==> src/rtl/clock_pkg.sv <==
// Shared constants and helpers for the chess-clock BCD datapath.
package clock_pkg;
  localparam int BCD_W = 4;
  localparam logic DIR_UP   = 1'b0;
  localparam logic DIR_DOWN = 1'b1;

  // Values above the digit limit, including non-BCD codes, saturate to the limit.
  function automatic logic [BCD_W-1:0] bcd_clamp(input logic [BCD_W-1:0] val,
                                                 input logic [BCD_W-1:0] max_v);
    return (val > max_v) ? max_v : val;
  endfunction
endpackage

==> src/rtl/bcd_digit_cell.sv <==
// One BCD digit with its own roll-over limit; carry/borrow ripples combinationally.
module bcd_digit_cell
  import clock_pkg::*;
(
  input  logic             i_clk,
  input  logic             i_clr,
  input  logic             i_ce,
  input  logic             i_load,
  input  logic [BCD_W-1:0] i_load_nib,
  input  logic [BCD_W-1:0] i_max,
  input  logic             i_step,
  input  logic             i_dir,
  input  logic             i_cin,
  input  logic             i_adj_inc,
  input  logic             i_adj_dec,
  output logic [BCD_W-1:0] o_count,
  output logic             o_cout
);
  logic [BCD_W-1:0] r_count;
  logic             w_at_zero;
  logic             w_at_max;
  logic [BCD_W-1:0] w_inc_val;
  logic [BCD_W-1:0] w_dec_val;
  logic [BCD_W-1:0] w_step_val;
  logic [BCD_W-1:0] w_adj_val;

  assign w_at_zero  = (r_count == '0);
  assign w_at_max   = (r_count == i_max);
  assign w_inc_val  = w_at_max  ? '0    : r_count + 4'd1;
  assign w_dec_val  = w_at_zero ? i_max : r_count - 4'd1;
  assign w_step_val = (i_dir == DIR_DOWN) ? w_dec_val : w_inc_val;
  assign w_adj_val  = i_adj_inc ? w_inc_val : w_dec_val;

  assign o_cout  = i_step & i_cin & ((i_dir == DIR_DOWN) ? w_at_zero : w_at_max);
  assign o_count = r_count;

  // A tick cycle swallows any adjust on this digit even when no carry arrives.
  always_ff @(posedge i_clk) begin
    if (i_clr) begin
      r_count <= '0;
    end else if (i_load) begin
      r_count <= bcd_clamp(i_load_nib, i_max);
    end else if (i_step) begin
      if (i_cin) r_count <= w_step_val;
    end else if (i_ce && (i_adj_inc ^ i_adj_dec)) begin
      r_count <= w_adj_val;
    end
  end
endmodule

==> src/rtl/bcd_time_counter.sv <==
// Multi-digit BCD up/down time counter with preset, per-digit adjust, wrap and expiry flags.
module bcd_time_counter
  import clock_pkg::*;
#(
  parameter int                    DIGITS   = 4,
  parameter logic [4*DIGITS-1:0]   MAX_VEC  = 16'h5959,
  parameter bit                    SATURATE = 1'b1
) (
  input  logic                  i_clk,
  input  logic                  i_clr,
  input  logic                  i_ce,
  input  logic                  i_tick,
  input  logic                  i_dir,
  input  logic                  i_load,
  input  logic [4*DIGITS-1:0]   i_load_val,
  input  logic [DIGITS-1:0]     i_adj_inc,
  input  logic [DIGITS-1:0]     i_adj_dec,
  output logic [4*DIGITS-1:0]   o_digit_out,
  output logic                  o_zero,
  output logic                  o_wrap,
  output logic                  o_expired
);
  localparam logic [4*DIGITS-1:0] COUNT_ONE = (4*DIGITS)'(1);

  logic [4*DIGITS-1:0] w_count;
  logic [DIGITS:0]     w_carry;
  logic                w_tick;
  logic                w_zero;
  logic                w_hold;
  logic                w_to_zero;
  logic                r_wrap;
  logic                r_expired;

  assign w_tick = i_ce & i_tick;
  assign w_zero = (w_count == '0);
  // Saturating down-count at zero: kill the ripple at its source so nothing moves.
  assign w_hold     = SATURATE && (i_dir == DIR_DOWN) && w_zero;
  assign w_carry[0] = ~w_hold;
  assign w_to_zero  = (w_count == COUNT_ONE) || w_hold;

  for (genvar g = 0; g < DIGITS; g++) begin : g_digit
    bcd_digit_cell u_cell (
      .i_clk      (i_clk),
      .i_clr      (i_clr),
      .i_ce       (i_ce),
      .i_load     (i_load),
      .i_load_nib (i_load_val[g*BCD_W +: BCD_W]),
      .i_max      (MAX_VEC[g*BCD_W +: BCD_W]),
      .i_step     (w_tick),
      .i_dir      (i_dir),
      .i_cin      (w_carry[g]),
      .i_adj_inc  (i_adj_inc[g]),
      .i_adj_dec  (i_adj_dec[g]),
      .o_count    (w_count[g*BCD_W +: BCD_W]),
      .o_cout     (w_carry[g+1])
    );
  end

  always_ff @(posedge i_clk) begin
    if (i_clr || i_load) begin
      r_wrap    <= 1'b0;
      r_expired <= 1'b0;
    end else begin
      r_wrap <= w_carry[DIGITS];
      if (w_tick && (i_dir == DIR_DOWN) && w_to_zero) r_expired <= 1'b1;
    end
  end

  assign o_digit_out = w_count;
  assign o_zero      = w_zero;
  assign o_wrap      = r_wrap;
  assign o_expired   = r_expired;
endmodule

==> config.mk <==
export PLATFORM = sky130hd
export DESIGN_NAME = bcd_time_counter
export DESIGN_NICKNAME = d
export VERILOG_FILES = /design/src/rtl/clock_pkg.sv /design/src/rtl/bcd_digit_cell.sv /design/src/rtl/bcd_time_counter.sv
export SDC_FILE = /design/constraint.sdc
export NUM_CORES = 1
export LEC_CHECK = 0
export ABC_AREA = 1
export CAP_MARGIN = 20
export CORE_MARGIN = 2
export CORE_UTILIZATION = 47
export DETAILED_ROUTE_END_ITERATION = 16
export PLACE_DENSITY = 0.78
export SYNTH_ARGS = -nofsm -noshare
export SYNTH_HDL_FRONTEND = slang
export SYNTH_SLANG_ARGS = --single-unit
==> constraint.sdc <==
create_clock -name i_clk -period 2.1 [get_ports i_clk]
set_clock_uncertainty 0.15 [all_clocks]
set_input_delay 0.21 -clock i_clk [delete_from_list [all_inputs] [get_ports i_clk]]
set_output_delay 0.21 -clock i_clk [all_outputs]
set_load 0.01 [all_outputs]
# --- After elaboration in Yosys (flattened, before gate mapping) ---
# Index checks and enable logic that the tools add are counted.
op_classes:
  n_eq_ne: 9
  n_addsub: 8
  bitwise: 14
  muxes: 40
  n_reduce_logical: 22
  order_cmp: 4
op_table:
  columns: ["cell", "count"]
  rows:
  - ["4-bit two-way mux", 36]
  - ["4-bit by 1-bit adder with 4-bit output (second input constant)", 4]
  - ["16-bit by 1-bit == test with 1-bit output (second input constant)", 1]
  - ["16-bit zero test", 1]
  - ["4-bit zero test", 4]
  - ["4-bit by 1-bit subtractor with 4-bit output (second input constant)", 4]
  - ["3-bit nonzero test", 4]
  - ["1-bit AND", 9]
  - ["3-bit by 2-bit inequality test with 1-bit output (second input constant)", 3]
  - ["4-bit by 3-bit == test with 1-bit output (second input constant)", 2]
  - ["4-bit == test (second input constant)", 2]
  - ["4-bit by 3-bit > comparator with 1-bit output (second input constant)", 2]
  - ["4-bit > comparator (second input constant)", 2]
  - ["2-bit AND reduction", 4]
  - ["1-bit logical AND", 7]
  - ["1-bit two-way mux", 4]
  - ["1-bit XOR", 4]
  - ["3-bit inequality test (second input constant)", 1]
  - ["1-bit logical OR", 2]
  - ["1-bit NOT", 1]
word_totals:
  register_bits: 18
  inputBits: 30
  output_inout_bits: 19
  elab_cells: 103

# --- Logic depth before layout (Yosys ltp) ---
depth:
  word_depth: 12
  depth_mapped: 12
  ltp_nobuf: 11

# --- Hierarchy ---
# A second synthesis with hierarchy kept.
hier_totals:
  cells_unflattened: 548
  area_unflattened_um2: 3017.9
by_module_without_submodules:
  columns: ["module", "cells_per_inst", "seq_area_each_um2", "area_each_um2", "n_inst"]
  rows:
  - ["bcd_digit_cell", 129, 80.1, 713.2, 4]
  - ["bcd_time_counter", 32, 40.0, 165.2, 1]

# --- Worst setup path after synthesis ---
# OpenSTA, ideal clock, no wires.
synth_path:
  path_type: "reg-to-reg"
  from: "register g_digit[0].u_cell.r_count[0]"
  to: "register g_digit[1].u_cell.r_count[3]"
  synth_period_minus_slack_ns: 1.649
  path_buffers: 1
  stages_incl_launch_ff: 11
  required_time_ns: 1.833
  setup_slack_ns: 0.451
  arrival_time_ns: 1.382
  setup_ns: 0.117
  cell_sequence: "dfxtp_1 > buf_6 > nor2_4 > nand2_2 > inv_2 > nand2_1 > nand2_2 > nand3_1 > a21oi_2 > and3_1 > nor2_1"
synth_between:
  elab_chain_cells: 7
  elab_cells_between_ends: 10
  cone_classes: "eq/ne (2); mux (1); bitwise (3); reduce/logical (4)"
synth_rtl:
  columns: ["item", "line", "rtl"]
  rows:
  - ["start: declaration", "bcd_digit_cell.sv:19", "logic [BCD_W-1:0] r_count;"]
  - ["start signal: assignment", "bcd_digit_cell.sv:42", "r_count <= bcd_clamp(i_load_nib, i_max);"]
  - ["start signal: assignment", "bcd_digit_cell.sv:44", "if (i_cin) r_count <= w_step_val;"]
  - ["start signal: assignment", "bcd_digit_cell.sv:46", "r_count <= w_adj_val;"]
  - ["16-bit zero test", "bcd_time_counter.sv:35", "assign w_zero = (w_count == '0);"]
  - ["1-bit logical AND", "bcd_time_counter.sv:37", "assign w_hold = SATURATE && (i_dir == DIR_DOWN) && w_zero;"]
  - ["1-bit NOT", "bcd_time_counter.sv:38", "assign w_carry[0] = ~w_hold;"]
  - ["1-bit AND", "bcd_digit_cell.sv:34", "assign o_cout = i_step & i_cin & ((i_dir == DIR_DOWN) ? w_at_zero : w_at_max);"]
  - ["1-bit AND *", "bcd_digit_cell.sv:34", null]
  - ["3-bit by 2-bit inequality test with 1-bit output (no line) *", null, null]
  - ["2-bit AND reduction (no line) *", null, null]
  - ["end signal: assignment", "bcd_digit_cell.sv:42", null]
  - ["end signal: assignment", "bcd_digit_cell.sv:44", null]
  - ["end signal: assignment", "bcd_digit_cell.sv:46", null]
  - ["end: declaration", "bcd_digit_cell.sv:19", null]
# Mark *: on every way between the ends. The rest lies on a longest branch, timed or not.
# A chain may end at the register's enable or synchronous reset.

# --- Worst setup path after layout ---
layout_path:
  from: "register g_digit[3].u_cell.r_count[0]"
  to: "output port o_zero"
layout_between:
  elab_chain_cells: 1
layout_rtl:
  columns: ["item", "line", "rtl"]
  rows:
  - ["start: declaration", "bcd_digit_cell.sv:19", null]
  - ["start signal: assignment", "bcd_digit_cell.sv:42", null]
  - ["start signal: assignment", "bcd_digit_cell.sv:44", null]
  - ["start signal: assignment", "bcd_digit_cell.sv:46", null]
  - ["16-bit zero test", "bcd_time_counter.sv:35", null]
  - ["end: declaration", "bcd_time_counter.sv:19", "output logic o_zero,"]
# No other way between the ends.

==> flow_summary.json <==
{
  "post-dp-hpwl_um": 3929,
  "p_leak_nw": 1.030,
  "worst_pin_slew_ps": 480.6,
  "cts_tree": "built",
  "ant_nets": 0,
  "area_growth_pct": 43.86,
  "hold_start": "o_expired",
  "post-route-drc-count": 0,
  "cp_slowest_cell": "dfxtp_1",
  "synth-edff-count": 0,
  "start_util_pct": 48.82,
  "worstPathArrival_ps": 1540,
  "worstSetupEndpointType": "primary output",
  "fin_setup_tns_ps": 0,
  "start_kind": "flop",
  "pwr-share-comb_pct": 49.2,
  "fillers": 322,
  "num_rows": 21,
  "drt-vias-per-instance": 5.309,
  "drive_above_1_share_pct": 14.78,
  "switching_share_pct": 39.16,
  "dr_total_vias": 2076,
  "drt_wl_total_um": 4859,
  "ir_drop_mv": 0.2721,
  "nNetsFinal": 377,
  "ys_types": 38,
  "p_per_area_nw_per_um2": 501.7,
  "synth_warnings": 0,
  "grt_antenna_before_repair": 0,
  "clkTransAtPathRegs_ps": 110,
  "post_cts_buffers": 0,
  "grt_start_max_net_pins": 17,
  "crit_path_max_fanout": 3,
  "layout_common_cells": "nand2_1 (60), clkdlybuf4s50_1 (47), nor2_1 (31)",
  "synth_xor_xnor_area_share_pct": 3.226,
  "fmax_mhz": 525.5,
  "worstPathCellList": "nor2_2 > nand2_1 > nor4_2 > dlygate4sd2_1",
  "setup_viol_count_final": 0,
  "min_period_ps": 1903,
  "drv_slew": 0,
  "regArea_um2": 360.3,
  "synthMuxAreaShare_pct": 0,
  "totalPowerFinal_mw": 1.176,
  "die_x_um": 62.88,
  "hold_violations": 0,
  "io_pins": 49,
  "die-area_um2": 3953,
  "maxSlewHeadroom_pct": 67.74,
  "dr.pass1.iters": 4,
  "fp.dieH_um": 62.88,
  "synth_fa_ha_area_share_pct": 0,
  "synth_compound_area_share_pct": 29.57,
  "startpoint": "g_digit[3].u_cell.o_count[0]",
  "track_usage_pct": 25.37,
  "diodes": 0,
  "wl_per_cell_um": 12.43,
  "final_common_cell": "nand2_1",
  "cap_viol_max_count": 0,
  "gp_congestion": 0.9424,
  "drt_iter0_markers": 135,
  "crit_type": "flop to primary output",
  "multi_input_area_um2": 1120,
  "clock_path_buffers": 2,
  "h-tree-depth": 1,
  "max_stage_delay_ps": 340,
  "utilization_pct": 70.23,
  "rsz0062_at_grt": "no",
  "hold_ws_ps": 311.6,
  "ys_seq_area_share_pct": 22.12,
  "synth_top_family_by_area": "simple AND/OR/NAND/NOR gates",
  "worstReg2RegStart": "g_digit[0].u_cell.o_count[2]",
  "grt-ovfl-total": 0,
  "syn_inst": 275,
  "hp-class": "flop to flop",
  "status": "completed",
  "coreArea_um2": 3337,
  "worstPathRequired_ps": 1740,
  "grt_pass1_vias": 1871,
  "fin_crit_sh_pct": 90.61,
  "synth-simple-area-share_pct": 35.56,
  "portBuffers": 48,
  "async_flop_share_pct": 0,
  "synth_nets": 305,
  "syn_avg_cell_area_um2": 5.924,
  "cts_sinks": 18,
  "cts_buffers": 3,
  "grt_pass1_wl_um": 8314,
  "pwr-share-clk_pct": 15.4,
  "seqPwrFrac_pct": 35.3,
  "p_sw_mw": 0.4604,
  "root_buffer": "clkbuf_4",
  "synth-seq-cells": 18,
  "p_int_mw": 0.7153,
  "clkLatencyLatePin_ps": 300,
  "synthFlopType": "dfxtp_1",
  "synth_area_um2": 1629
}
layer usage:
metal	GRT usage [%]	vias up	part of all wire, %
met5	0	-	0
met4	5.833	0	0.62
met3	3.063	4	5.5
met2	42.82	70	47
met1	34.33	936	47
li1	-	1066	-
synthesized netlist by cell type (2+ instances only):
library cell	n	area, µm²
nand2_1	60	225.2
nor2_1	31	116.4
a21oi_1	30	150.1
o21ai_0	27	135.1
inv_1	26	97.59
dfxtp_1	18	360.4
nand3_1	15	75.07
o21ai_1	11	55.05
inv_2	9	33.78
nor2_2	5	31.28
nor3_1	4	20.02
xnor2_1	4	35.03
nand2_2	3	18.77
a221oi_1	2	17.52
and3_1	2	12.51
clkbuf_1	2	7.510
nor2_4	2	22.52
nor4_1	2	12.51
o211ai_1	2	15.01
xor2_1	2	17.52
worst max-delay path: cells and delay by family, from the launching register on:
kind / cells / cell delay (ps)
flops: 1 / 340
buf+inv: 1 / 310
simple gates: 3 / 600
final timing paths:
kind,to,cells past startpoint,slack (ps)
worst min-delay path,o_expired,2,310
worst min register to register,o_expired,2,310
worst max-delay path,o_zero,4,200
worst max register to register,g_digit[3].u_cell.o_count[0],11,290
final cells by class:
class	count	share of cell area [%]
clock buffer	3	0.9610
multi-input combinational	218	47.78
tap	46	2.456
timing repair buffer	71	27.82
inverter	35	5.606
sequential	18	15.38
flip-flops by register name, indices dropped and copies added, names as in the netlist:
signal,cells
g_digit.u_cell.o_count,16
o_expired,1
o_wrap,1
cells by family (layout without fill, tap and decap cells):
kind of cell	count (synthesis)	after routing
compound gates	84	84
xor+xnor	6	6
buf+inv	39	109
flops	18	18
simple gates	128	128
power groups by stage:
stage / Combinational [mW] / Clock [mW] / Sequential, mW
3_3_place_gp: 0.567 / 0 / 0.422
3_5_place_dp: 0.569 / 0 / 0.423
4_1_cts: 0.574 / 0.183 / 0.415
5_1_grt: 0.639 / 0.205 / 0.422
6_report: 0.579 / 0.181 / 0.416
2_1_floorplan: 0.294 / 0 / 0.442
per-stage QoR:
stage	cells	setup WS (ps)	area, µm²
floorplan	275	450.8	1629
global placement	388	3.689	2316
detailed placement	388	3.703	2316
CTS	391	191.2	2344
global route	391	13.80	2344
finish	391	197.1	2344
what timing repair did:
| action | CTS | global route |
|---|---|---|
| hold buffers | 0 | 0 |
| gates resized for setup | 2 | 0 |
| endpoints found under the setup margin | 1 | 0 |
| hold endpoints to repair | 0 | 0 |
Power figures use the tool's default switching activity.
